$ cat src/rtl/mips_pkg.sv
// Shared types and constants for the MIPS fetch path.
// Fetch FSM encoding, the bubble instruction and the PC step.
package mips_pkg;

    typedef enum logic [1:0] {
        S_RUN   = 2'd0,
        S_WAIT  = 2'd1,
        S_DRAIN = 2'd2
    } fetch_state_e;

    localparam logic [31:0] NOP_INSTR = 32'h0000_0000;
    localparam int unsigned PC_INC    = 4;

endpackage

$ cat src/rtl/fetch_unit_if.sv
// Instruction-memory request/ready bus between fetch and imem.
// The fetch side is the master; the memory answers as the slave.
interface fetch_unit_if #(
    parameter int AW = 32
);

    logic          imem_req;
    logic [AW-1:0] imem_addr;
    logic          imem_rdy;
    logic [31:0]   imem_rdata;

    modport master (
        output imem_req,
        output imem_addr,
        input  imem_rdy,
        input  imem_rdata
    );

    modport slave (
        input  imem_req,
        input  imem_addr,
        output imem_rdy,
        output imem_rdata
    );

endinterface

$ cat src/rtl/fetch_unit_if_id_reg.sv
// IF/ID pipeline register with hold, flush and load.
// A one-entry skid buffer catches a word that completes while D is held.
module if_id_reg
    import mips_pkg::*;
#(
    parameter int AW = 32
) (
    input  logic          clk,
    input  logic          rst_n,
    input  logic          stall,
    input  logic          flush,
    input  logic          load,
    input  logic [31:0]   instr_in,
    input  logic [AW-1:0] pc4_in,
    output logic [31:0]   instr_D,
    output logic [AW-1:0] pc_plus4_D,
    output logic          valid_D,
    output logic          buf_valid
);

    logic [31:0]   reg_instr_q, reg_instr_d;
    logic [AW-1:0] reg_pc4_q, reg_pc4_d;
    logic          reg_valid_q, reg_valid_d;
    logic [31:0]   buf_instr_q, buf_instr_d;
    logic [AW-1:0] buf_pc4_q, buf_pc4_d;
    logic          buf_valid_q, buf_valid_d;

    always_comb begin
        reg_instr_d = reg_instr_q;
        reg_pc4_d   = reg_pc4_q;
        reg_valid_d = reg_valid_q;
        buf_instr_d = buf_instr_q;
        buf_pc4_d   = buf_pc4_q;
        buf_valid_d = buf_valid_q;
        if (!stall) begin
            if (flush) begin
                reg_instr_d = NOP_INSTR;
                reg_pc4_d   = '0;
                reg_valid_d = 1'b0;
                buf_valid_d = 1'b0;
            end else if (buf_valid_q) begin
                reg_instr_d = buf_instr_q;
                reg_pc4_d   = buf_pc4_q;
                reg_valid_d = 1'b1;
                buf_valid_d = load;
                if (load) begin
                    buf_instr_d = instr_in;
                    buf_pc4_d   = pc4_in;
                end
            end else if (load) begin
                reg_instr_d = instr_in;
                reg_pc4_d   = pc4_in;
                reg_valid_d = 1'b1;
            end else begin
                reg_instr_d = NOP_INSTR;
                reg_pc4_d   = '0;
                reg_valid_d = 1'b0;
            end
        end else if (load) begin
            // D is frozen: park the word until the stall lifts
            buf_instr_d = instr_in;
            buf_pc4_d   = pc4_in;
            buf_valid_d = 1'b1;
        end
    end

    always_ff @(posedge clk or negedge rst_n) begin
        if (!rst_n) begin
            reg_instr_q <= NOP_INSTR;
            reg_pc4_q   <= '0;
            reg_valid_q <= 1'b0;
            buf_instr_q <= NOP_INSTR;
            buf_pc4_q   <= '0;
            buf_valid_q <= 1'b0;
        end else begin
            reg_instr_q <= reg_instr_d;
            reg_pc4_q   <= reg_pc4_d;
            reg_valid_q <= reg_valid_d;
            buf_instr_q <= buf_instr_d;
            buf_pc4_q   <= buf_pc4_d;
            buf_valid_q <= buf_valid_d;
        end
    end

    assign instr_D    = reg_instr_q;
    assign pc_plus4_D = reg_pc4_q;
    assign valid_D    = reg_valid_q;
    assign buf_valid  = buf_valid_q;

endmodule

$ cat src/rtl/fetch_unit.sv
// IF stage of the pipelined MIPS: PC, wait-state imem FSM, redirect
// handling and the IF/ID register.
module fetch_unit
    import mips_pkg::*;
#(
    parameter logic [31:0] RESET_PC = 32'h0000_0000,
    parameter int          AW       = 32
) (
    input  logic          clk,
    input  logic          rst_n,
    input  logic          H_stall_F,
    input  logic          H_stall_D,
    input  logic          pc_src_D,
    input  logic [AW-1:0] pc_branch_D,
    input  logic          jump_D,
    input  logic [AW-1:0] pc_jump_D,
    fetch_unit_if.master  imem,
    output logic [31:0]   instr_D,
    output logic [AW-1:0] pc_plus4_D,
    output logic          valid_D,
    output logic          fetch_busy
);

    fetch_state_e  state_q, state_d;
    logic [AW-1:0] pc_q, pc_d;
    logic [AW-1:0] tgt_q, tgt_d;
    logic [AW-1:0] pc_plus4;
    logic [AW-1:0] target;
    logic          redirect;
    logic          req;
    logic          load;
    logic          buf_valid;

    assign redirect = (jump_D | pc_src_D) & ~H_stall_D;
    assign target   = jump_D ? pc_jump_D : pc_branch_D;
    assign pc_plus4 = pc_q + AW'(PC_INC);

    always_comb begin
        state_d = state_q;
        pc_d    = pc_q;
        tgt_d   = tgt_q;
        req     = 1'b0;
        load    = 1'b0;
        unique case (state_q)
            S_RUN: begin
                req = ~H_stall_F & ~buf_valid;
                if (redirect && (!req || imem.imem_rdy)) begin
                    pc_d = target;
                end else if (req && imem.imem_rdy) begin
                    pc_d = pc_plus4;
                    load = 1'b1;
                end else if (req) begin
                    state_d = redirect ? S_DRAIN : S_WAIT;
                    if (redirect) tgt_d = target;
                end
            end
            S_WAIT: begin
                req = 1'b1;
                if (imem.imem_rdy) begin
                    state_d = S_RUN;
                    pc_d    = redirect ? target : pc_plus4;
                    load    = ~redirect;
                end else if (redirect) begin
                    tgt_d   = target;
                    state_d = S_DRAIN;
                end
            end
            S_DRAIN: begin
                // stale request must finish before the redirect takes effect
                req = 1'b1;
                if (imem.imem_rdy) begin
                    pc_d    = tgt_q;
                    state_d = S_RUN;
                end
            end
            default: state_d = S_RUN;
        endcase
    end

    always_ff @(posedge clk or negedge rst_n) begin
        if (!rst_n) begin
            state_q <= S_RUN;
            pc_q    <= RESET_PC[AW-1:0];
            tgt_q   <= '0;
        end else begin
            state_q <= state_d;
            pc_q    <= pc_d;
            tgt_q   <= tgt_d;
        end
    end

    assign imem.imem_req  = req;
    assign imem.imem_addr = pc_q;
    assign fetch_busy     = req & ~imem.imem_rdy;

    if_id_reg #(
        .AW(AW)
    ) u_if_id (
        .clk       (clk),
        .rst_n     (rst_n),
        .stall     (H_stall_D),
        .flush     (redirect),
        .load      (load),
        .instr_in  (imem.imem_rdata),
        .pc4_in    (pc_plus4),
        .instr_D   (instr_D),
        .pc_plus4_D(pc_plus4_D),
        .valid_D   (valid_D),
        .buf_valid (buf_valid)
    );

endmodule

$ cat src/flat_wrapper.sv
// flat-port wrapper written by rule: the top's interface ports become plain ports
module fetch_unit_flat import mips_pkg::*;
#(
    parameter logic [31:0] RESET_PC = 32'h0000_0000,
    parameter int          AW       = 32
)
  (clk, rst_n, H_stall_F, H_stall_D, pc_src_D, pc_branch_D, jump_D, pc_jump_D, instr_D, pc_plus4_D, valid_D, fetch_busy, imem_imem_req, imem_imem_addr, imem_imem_rdy, imem_imem_rdata);
  fetch_unit_if #(.AW(AW)) imem_i ();
  input  logic clk;
  input  logic rst_n;
  input  logic H_stall_F;
  input  logic H_stall_D;
  input  logic pc_src_D;
  input  logic [AW-1:0] pc_branch_D;
  input  logic jump_D;
  input  logic [AW-1:0] pc_jump_D;
  output logic [31:0] instr_D;
  output logic [AW-1:0] pc_plus4_D;
  output logic valid_D;
  output logic fetch_busy;
  output wire logic [$bits(imem_i.imem_req)-1:0] imem_imem_req;
  output wire logic [$bits(imem_i.imem_addr)-1:0] imem_imem_addr;
  input wire logic [$bits(imem_i.imem_rdy)-1:0] imem_imem_rdy;
  input wire logic [$bits(imem_i.imem_rdata)-1:0] imem_imem_rdata;
  assign imem_imem_req = imem_i.imem_req;
  assign imem_imem_addr = imem_i.imem_addr;
  assign imem_i.imem_rdy = imem_imem_rdy;
  assign imem_i.imem_rdata = imem_imem_rdata;
  fetch_unit #(.RESET_PC(RESET_PC), .AW(AW)) u_core (.clk(clk), .rst_n(rst_n), .H_stall_F(H_stall_F), .H_stall_D(H_stall_D), .pc_src_D(pc_src_D), .pc_branch_D(pc_branch_D), .jump_D(jump_D), .pc_jump_D(pc_jump_D), .imem(imem_i), .instr_D(instr_D), .pc_plus4_D(pc_plus4_D), .valid_D(valid_D), .fetch_busy(fetch_busy));
endmodule
$ cat config.mk
export PLATFORM = sky130hd
export DESIGN_NAME = fetch_unit_flat
export DESIGN_NICKNAME = d
export VERILOG_FILES = /design/src/rtl/mips_pkg.sv /design/src/rtl/fetch_unit_if.sv /design/src/rtl/fetch_unit_if_id_reg.sv /design/src/rtl/fetch_unit.sv /design/src/flat_wrapper.sv
export SDC_FILE = /design/constraint.sdc
export NUM_CORES = 1
export LEC_CHECK = 0
export BUFFER_PORTS_ARGS = -buffer_cell sky130_fd_sc_hd__buf_2
export CORE_MARGIN = 3
export CORE_UTILIZATION = 25
export DETAILED_ROUTE_END_ITERATION = 8
export PLACE_DENSITY = 0.46
export SYNTH_ARGS = -nofsm -noshare
export SYNTH_HDL_FRONTEND = slang
export SYNTH_SLANG_ARGS = --single-unit
$ cat constraint.sdc
create_clock -name clk -period 2.7 [get_ports clk]
set_input_delay 0.405 -clock clk [delete_from_list [all_inputs] [get_ports clk]]
set_output_delay 0.405 -clock clk [all_outputs]
set_load 0.02 [all_outputs]
==> impl_metrics.json, run 1 <==
{
  "reg2reg_slack_ns": 0.38,
  "syn_inst": 996,
  "tns_ns": 0,
  "yosys_register_bits": 196,
  "final_core_util": 0.3170,
  "ir_drop_mv": 0.4519,
  "period_needed_ns": 2.423,
  "yosysWarnings": 0,
  "outcome": "completed",
  "cp.arrival_ns": 2.02,
  "h-tree-depth": 4,
  "hold_viol": 0,
  "maxSlewViolCount": 0,
  "slew_headroom": 0.4316,
  "clk_pin_slew_ns": 0.08,
  "start_util": 0.2559,
  "io_buffer_count": 201,
  "wl_per_cell_um": 17.85,
  "fp.dieH_um": 203.0,
  "antenna_found_initial": 1,
  "fmax_ghz": 0.4127,
  "cts_tree": "yes",
  "required_ns": 2.30,
  "critPathKind": "reg2out",
  "cts_buffer_depth": 2,
  "drtPass1Iterations": 5,
  "worstMarginPinSlew_ns": 0.8526,
  "endpoint": "fetch_busy",
  "drive_gt1_frac": 0.2838,
  "drv_cap": 0,
  "drc": 0,
  "die_w_um": 203.0,
  "row_count": 71,
  "syn_avg_cell_area_sq_um": 9.746,
  "use_met2": 0.2167,
  "vias": 8012,
  "startpoint": "u_core.state_q[0]$_DFFE_PN0P_",
  "power_density_nw_per_um2": 964.6,
  "r2r_start": "u_core.state_q[0]$_DFFE_PN0P_",
  "area_delta_synth_final_pct": 23.87,
  "reg2reg_to": "u_core.u_if_id.instr_D[13]$_DFFE_PN0N_",
  "crit_fanout": 6,
  "worst_skew_pair.late_latency_ns": 0.45,
  "io_pins": 202,
  "cp-start-kind": "flop",
  "grt.overflow.total": 0,
  "drtIter0Drc": 461,
  "nFillCells": 4015,
  "cp-end-kind": "primary output",
  "ys_seq_area_frac": 0.5053,
  "cts.sinks": 196,
  "synth_edf_count": 0,
  "dieArea_sq_um": 41230,
  "coreArea_sq_um": 37930,
  "timing.final.crit_share": 0.8975,
  "syn-cell-area_sq_um": 9707,
  "dp_hpwl_um": 21420,
  "root_buffer": "clkbuf_16",
  "grt_use_met1": 0.2185,
  "antenna_left": 0,
  "routed_wl_um": 30270,
  "met3_usage": 0.03495,
  "cts_buffers": 17,
  "grtUsageTotal": 0.1471,
  "hp-class": "in2reg",
  "grt_max_degree": 85,
  "syn_nets": 1104,
  "gp_congestion": 0.7770,
  "fin_nets": 1279,
  "p_total_mw": 11.60,
  "rr_worst_depth": 8,
  "leakagePower_nw": 5.403,
  "async_flop_share": 1.000,
  "grt.busiest_layer": "met1",
  "grt_pass1_wl_um": 47060,
  "hold_slack_ns": 0.2064,
  "setup_viol": 0,
  "yosysUniqueCellTypes": 66,
  "grt_pass1_vias": 7578,
  "skew_ns": 0.01489,
  "rsz0062_at_grt": "no",
  "synthFlopType": "dfrtp_1",
  "post_drt_via_cell_ratio": 4.724
}
## metrics by stage
stage / instances / instance area [sq um] / worst slack [ns]
5_1_grt: 1696 / 12020 / 0.1500
3_3_place_gp: 1662 / 11410 / 0.3569
3_5_place_dp: 1662 / 11410 / 0.2392
4_1_cts: 1695 / 12020 / 0.08947
6_report: 1696 / 12020 / 0.2768
2_1_floorplan: 996 / 9707 / 0.5026
## state kept, by name (all words and copies together) (netlist names)
register and flops:
u_core.imem.imem_addr 32, u_core.tgt_q 32, u_core.u_if_id.buf_instr_q 32, u_core.u_if_id.buf_pc4_q 32
u_core.u_if_id.instr_D 32, u_core.u_if_id.pc_plus4_D 32, u_core.state_q 2, u_core.u_if_id.buf_valid 1
u_core.u_if_id.valid_D 1
## layout make-up
| type | instances | area (sq um) | area share |
|---|---|---|---|
| Tap cell | 511 | 639.4 | 0.05317 |
| Clock inverter | 14 | 156.4 | 0.01301 |
| Inverter | 5 | 18.77 | 0.001561 |
| Clock buffer | 18 | 439.2 | 0.03652 |
| Timing Repair Buffer | 237 | 1388 | 0.1154 |
| Multi-Input combinational cell | 714 | 4474 | 0.3721 |
| Antenna cell | 1 | 2.502 | 0.0002081 |
| Sequential cell | 196 | 4906 | 0.4080 |
## critical path, stage by stage (launching register included)
cell and delay, ns:
dfrtp_1 0.43, inv_1 0.12, ha_1 0.27, nor3b_2 0.29, nor2_1 0.11, nor3_1 0.16
buf_2 0.20
## timing repair
action                     CTS  global route
resized for setup            0             2
hold buffers                 1             0
setup buffers                0             0
setup endpoints to repair    0             9
hold endpoints to repair    39             0
## cells in the mapped netlist (6+ instances only)
cell / n / share of area
nand2_1: 157 / 0.061
clkbuf_1: 56 / 0.022
o2bb2ai_1: 11 / 0.0099
mux2i_1: 33 / 0.034
a21oi_1: 60 / 0.031
a22oi_1: 27 / 0.021
and2_1: 6 / 0.0039
xor2_1: 7 / 0.0063
nand4_1: 11 / 0.0071
mux2_2: 43 / 0.050
dfrtp_1: 196 / 0.51
xnor2_1: 21 / 0.019
buf_2: 18 / 0.0093
o21ai_0: 130 / 0.067
a31oi_1: 6 / 0.0039
nor2_1: 59 / 0.023
nor3_1: 13 / 0.0067
a22o_1: 35 / 0.032
o21ai_1: 6 / 0.0031
nand3_1: 11 / 0.0057
## where the power goes
| group | total, mW | switching (mW) | internal, mW |
|---|---|---|---|
| Sequential | 4.66 | 0.756 | 3.90 |
| Combinational | 4.29 | 2.59 | 1.71 |
| Clock | 2.65 | 1.30 | 1.35 |
## cells in the final DEF (no fill, tap or decap), types with 12 or more instances in the layout
cell type / Yosys / routed
buf_2: 18 / 200
dfrtp_1: 196 / 195
nand2_1: 157 / 157
o21ai_0: 130 / 130
a21oi_1: 60 / 60
nor2_1: 59 / 59
mux2_2: 43 / 43
a22o_1: 35 / 35
mux2i_1: 33 / 33
a22oi_1: 27 / 27
buf_4: 2 / 27
xnor2_1: 21 / 21
clkbuf_16: 0 / 17
nor3_1: 13 / 12
## cells by family after synthesis
logic type / Yosys count / synth area share
AO/OA/AOI/OAI: 309 / 0.1998
adder cells (fa/ha/maj): 6 / 0.007476
flip-flops: 196 / 0.5053
XOR/XNOR: 28 / 0.02526
multiplexers: 76 / 0.08391
buffers and inverters: 86 / 0.03661
AND/OR/NAND/NOR: 295 / 0.1417
## worst min path at each step
stage	startpoint	endpoint	depth (start not counted)
2_1_floorplan	rst_n	u_core.imem.imem_addr[0]$_DFFE_PN0P_	0
3_3_place_gp	rst_n	u_core.u_if_id.instr_D[12]$_DFFE_PN0N_	1
3_5_place_dp	rst_n	u_core.u_if_id.instr_D[12]$_DFFE_PN0N_	1
4_1_cts	imem_imem_rdata[27]	u_core.u_if_id.buf_instr_q[27]$_DFFE_PN0P_	2
5_1_grt	imem_imem_rdata[27]	u_core.u_if_id.buf_instr_q[27]$_DFFE_PN0P_	2
6_report	imem_imem_rdata[27]	u_core.u_if_id.buf_instr_q[27]$_DFFE_PN0P_	2
## routing by layer
metal	wire [um]	part of all wire
met1	14790	0.49
met2	13400	0.44
met3	1803	0.060
met4	278	0.0092
met5	0	0
Power figures use the tool's default switching activity.
==> run 2: changes to the inputs <==
Settings changed: CTS_BUF_LIST set to sky130_fd_sc_hd__clkbuf_8.
==> impl_metrics.json, run 2 (synthesized netlist as in run 1, its figures left out) <==
{
  "outcome": "completed",
  "ir_drop_mv": 0.3416,
  "required_ns": 2.30,
  "grt_max_degree": 85,
  "coreArea_sq_um": 37930,
  "cts.sinks": 196,
  "post_drt_via_cell_ratio": 4.727,
  "fmax_ghz": 0.4029,
  "preCtsSetupSlack_ns": 0.2392,
  "maxSlewViolCount": 0,
  "drtPass1Iterations": 4,
  "grt_pass1_vias": 7555,
  "setup_viol": 0,
  "timing.final.crit_share": 0.9192,
  "cts_tree": "yes",
  "fp.dieH_um": 203.0,
  "crit_fanout": 6,
  "cp-start-kind": "flop",
  "wl_per_cell_um": 17.83,
  "gp_congestion": 0.7770,
  "grt.overflow.total": 0,
  "drv_cap": 0,
  "worstMarginPinSlew_ns": 0.8478,
  "io_pins": 202,
  "rsz0062_at_grt": "no",
  "hp-class": "in2reg",
  "io_buffer_count": 201,
  "die_w_um": 203.0,
  "fin_cells": 1696,
  "power_density_nw_per_um2": 925.8,
  "worst_path_largest_cell_delay_ns": 0.44,
  "clk_pin_slew_ns": 0.12,
  "grtUsageTotal": 0.1466,
  "mostFrequentLayoutCell": "buf_2",
  "leakagePower_nw": 5.325,
  "drive_gt1_frac": 0.2829,
  "worst_skew_pair.late_latency_ns": 0.49,
  "start_util": 0.2559,
  "slew_headroom": 0.4348,
  "fin_nets": 1279,
  "crit_slowest_cell": "dfrtp_1",
  "cp.arrival_ns": 2.08,
  "routed_wl_um": 30250,
  "path_cells": "inv_1, ha_1, nor3b_2, nor2_1, nor3_1, buf_2",
  "layout_common_cells": "buf_2 (200), dfrtp_1 (195), nand2_1 (157)",
  "dp_hpwl_um": 21420,
  "skew_ns": 0.01670,
  "h-tree-depth": 4,
  "area_delta_synth_final_pct": 21.90,
  "vias": 8017,
  "dieArea_sq_um": 41230,
  "final_core_util": 0.3119,
  "root_buffer": "clkbuf_8",
  "cts_buffers": 17,
  "placed_cells_incl_taps": 1662,
  "hold_viol": 0,
  "drtIter0Drc": 456,
  "grt_pass1_wl_um": 46940,
  "tns_ns": 0,
  "period_needed_ns": 2.482,
  "antenna_found_initial": 1,
  "critPathKind": "reg2out",
  "row_count": 71,
  "cts_buffer_depth": 2,
  "antenna_left": 0,
  "fin_ws_ns": 0.2181,
  "cp-end-kind": "primary output",
  "nFillCells": 4044,
  "drc": 0
}
==> run 2: cell types whose count changed in the layout (fill, tap and decap cells not counted) <==
cell / delta
o211a_1: +1
o211a_2: -1
clkbuf_16: -17
clkbuf_8: +17
==> run 2: routing by layer <==
layer  vias up  wire [um]  track usage
li1       3906          -            -
met1      3894      14810       0.2184
met2       206      13390       0.2158
met3        11       1809      0.03495
met4         0        235      0.03122
met5         -          0            0
==> run 2: stage by stage <==
| step | area (sq um) | power (mW) | hold slack, ns |
|---|---|---|---|
| 2_1_floorplan | 9707 | 7.420 | 0.1094 |
| 3_3_place_gp | 11410 | 8.966 | 0.3815 |
| 3_5_place_dp | 11410 | 9.055 | 0.3821 |
| 4_1_cts | 11830 | 11.12 | 0.09814 |
| 5_1_grt | 11830 | 11.82 | 0.1011 |
| 6_report | 11830 | 10.95 | 0.1524 |
==> run 2: critical path: cells and delay by family, from the launching register on <==
family                     cells  cell delay, ns
and+or+nand+nor                3            0.56
adders and majority gates      1            0.28
buffers and inverters          2            0.31
DFF                            1            0.44
==> run 2: what timing repair did <==
item	in CTS	in global routing
setup buffers	0	0
resized for setup	0	1
hold buffers	1	0
endpoints found under the hold margin	39	0
setup endpoints to repair	0	12
==> run 2: power by group <==
| part | switching [mW] | internal [mW] |
|---|---|---|
| sequential | 0.752 | 3.89 |
| clock | 1.22 | 0.803 |
| combinational | 2.58 | 1.71 |
==> run 2: path summary, 6_finish.rpt <==
path                                                               to  cells after the start                                     start  slack, ns
max                                                        fetch_busy                      6             u_core.state_q[0]$_DFFE_PN0P_       0.22
min                        u_core.u_if_id.buf_instr_q[27]$_DFFE_PN0P_                      2                       imem_imem_rdata[27]       0.15
max reg2reg                    u_core.u_if_id.instr_D[13]$_DFFE_PN0N_                      8             u_core.state_q[0]$_DFFE_PN0P_       0.30
min reg2reg                  u_core.u_if_id.pc_plus4_D[8]$_DFFE_PN0N_                      2  u_core.u_if_id.pc_plus4_D[8]$_DFFE_PN0N_       0.49
max in group asynchronous      u_core.u_if_id.instr_D[30]$_DFFE_PN0N_                      3                                     rst_n       1.56
min in group asynchronous  u_core.u_if_id.buf_instr_q[12]$_DFFE_PN0P_                      2                                     rst_n       0.40
==> run 2: final cells by class <==
class                      count  area, sq um  area share
tap                          511        639.4     0.05403
sequential                   196         4906      0.4146
clock buffer                  18        247.7     0.02094
antenna                        1        2.502   0.0002115
timing repair buffer         237         1388      0.1173
inverter                       5        18.77    0.001586
multi-input combinational    714         4474      0.3781
clock inverter                14        156.4     0.01322
==> run 3: changes to the inputs <==
Settings changed: BUFFER_PORTS_ARGS -buffer_cell sky130_fd_sc_hd__buf_2 to unset, DONT_BUFFER_PORTS set to 1, PLACE_DENSITY 0.46 to 0.41.
==> impl_metrics.json, run 3 (synthesized netlist as in run 1, its figures left out) <==
{
  "outcome": "complete, but fails checks",
  "violations": "negative hold slack",
  "wl_per_cell_um": 20.26,
  "slew_headroom": 0.4927,
  "skew_ns": 0.01556,
  "use_met2": 0.2203,
  "h-tree-depth": 4,
  "comb_power_share": 0.371,
  "root_buffer": "clkbuf_8",
  "start_util": 0.2559,
  "io_buffer_count": 0,
  "grt_use_met1": 0.2040,
  "dieArea_sq_um": 41230,
  "drv_cap": 0,
  "fin_cells": 1504,
  "antenna_found_initial": 0,
  "routed_wl_um": 30470,
  "fp.dieH_um": 203.0,
  "grt.busiest_layer": "met2",
  "grt_pass1_wl_um": 46580,
  "mostFrequentLayoutCell": "dfrtp_1",
  "drive_gt1_frac": 0.1390,
  "rr_worst_depth": 8,
  "cts_buffers": 17,
  "fmax_ghz": 0.4080,
  "seq_area_sq_um": 4906,
  "leakagePower_nw": 4.427,
  "layout_common_cells": "dfrtp_1 (195), nand2_1 (157), o21ai_0 (130)",
  "diodes": 0,
  "cp-end-kind": "primary output",
  "cp-start-kind": "flop",
  "die_w_um": 203.0,
  "clk_pin_slew_ns": 0.11,
  "crit_fanout": 11,
  "p_clk_frac": 0.186,
  "cts.sinks": 196,
  "met3_usage": 0.05548,
  "post_drt_via_cell_ratio": 4.860,
  "coreArea_sq_um": 37930,
  "row_count": 71,
  "required_ns": 2.30,
  "grt.overflow.total": 0,
  "hp-class": "in2async",
  "grt_pass1_vias": 7036,
  "dp_hpwl_um": 20860,
  "worst_skew_pair.late_latency_ns": 0.50,
  "multi_input_area_sq_um": 4474,
  "r2r_start": "u_core.state_q[0]$_DFFE_PN0P_",
  "switching_share": 0.4148,
  "cts_tree": "yes",
  "cts_buffer_depth": 2,
  "startpoint": "u_core.state_q[0]$_DFFE_PN0P_",
  "drc": 0,
  "hold_slack_ns": -0.4103,
  "nFillCells": 4033,
  "drtPass1Iterations": 5,
  "drtIter0Drc": 497,
  "tns_ns": 0,
  "gp_congestion": 0.7696,
  "io_pins": 202,
  "internal_power_mw": 6.257,
  "grtUsageTotal": 0.1475,
  "postCtsSetupBuffers": 0,
  "timing.final.crit_share": 0.9078,
  "grt_max_degree": 197,
  "setup_viol": 0,
  "fin_nets": 1088,
  "worstMarginPinSlew_ns": 0.7609,
  "critPathKind": "reg2out",
  "vias": 7310,
  "period_needed_ns": 2.451,
  "maxSlewViolCount": 0,
  "antenna_left": 0,
  "switchingPower_mw": 4.434,
  "hold_viol": 196,
  "cp.arrival_ns": 2.05,
  "placed_cells_incl_taps": 1465,
  "p_total_mw": 10.69,
  "ir_drop_mv": 0.3827,
  "reg2reg_slack_ns": 0.40,
  "power_density_nw_per_um2": 985.0,
  "area_delta_synth_final_pct": 11.82,
  "rsz0062_at_grt": "no",
  "reg2reg_to": "u_core.u_if_id.pc_plus4_D[5]$_DFFE_PN0N_",
  "p_seq_frac": 0.443
}
run 3: cell types whose count changed in the layout (fill, tap and decap cells not counted), moves of 2 or more:
cell	delta
buf_12	-3
buf_2	-200
buf_4	+7
clkinv_2	+2
dlygate4sd3_1	+6
inv_8	-2
run 3: critical path, stage by stage, from the launching register on:
cell and delay [ns]:
dfrtp_1 0.42, inv_1 0.09, ha_1 0.56, nor2_1 0.15, nor2_1 0.34
run 3: per-layer routing:
metal / part of all wire / routed length (um)
met1: 0.47 / 14450
met2: 0.43 / 13250
met3: 0.079 / 2406
met4: 0.012 / 357
met5: 0 / 0
run 3: stage by stage:
stage / worst slack [ns] / hold slack (ns) / utilization / cell area [sq um]
floorplan: 0.5026 / 0.1094 / - / 9707
global placement: 0.3741 / 0.1141 / 0.2739 / 10390
detailed placement: 0.3075 / 0.1141 / 0.2739 / 10390
CTS: 0.1177 / -0.4506 / 0.2844 / 10790
global route: 0.03952 / -0.4693 / 0.2861 / 10850
finish: 0.2491 / -0.4103 / 0.2861 / 10850
run 3: layout make-up:
class / instances / share of cell area
Sequential cell: 196 / 0.4520
Multi-Input combinational cell: 714 / 0.4122
Tap cell: 511 / 0.05890
Timing Repair Buffer: 46 / 0.03919
Clock buffer: 18 / 0.02282
Clock inverter: 14 / 0.01314
Inverter: 5 / 0.001729
run 3: power groups by stage:
stage / registers (mW) / clock network (mW) / logic [mW]
floorplan: 4.76 / 0 / 2.66
global placement: 4.78 / 0 / 3.97
detailed placement: 4.80 / 0 / 4.03
CTS: 4.74 / 2.08 / 4.03
global route: 4.88 / 2.21 / 4.49
finish: 4.73 / 1.99 / 3.97
run 3: repair_timing:
item,4_1_cts,5_1_grt
hold endpoints to repair,199,201
hold buffers,1,6
endpoints found under the setup margin,0,2
gates resized for setup,0,1
run 3: worst max path at each step:
stage	end	slack (ns)	cells after the start
floorplan	u_core.u_if_id.pc_plus4_D[26]$_DFFE_PN0N_	0.50	6
global placement	u_core.u_if_id.pc_plus4_D[5]$_DFFE_PN0N_	0.37	8
detailed placement	u_core.u_if_id.pc_plus4_D[6]$_DFFE_PN0N_	0.31	8
CTS	fetch_busy	0.12	6
global route	fetch_busy	0.04	5
finish	imem_imem_req	0.25	4
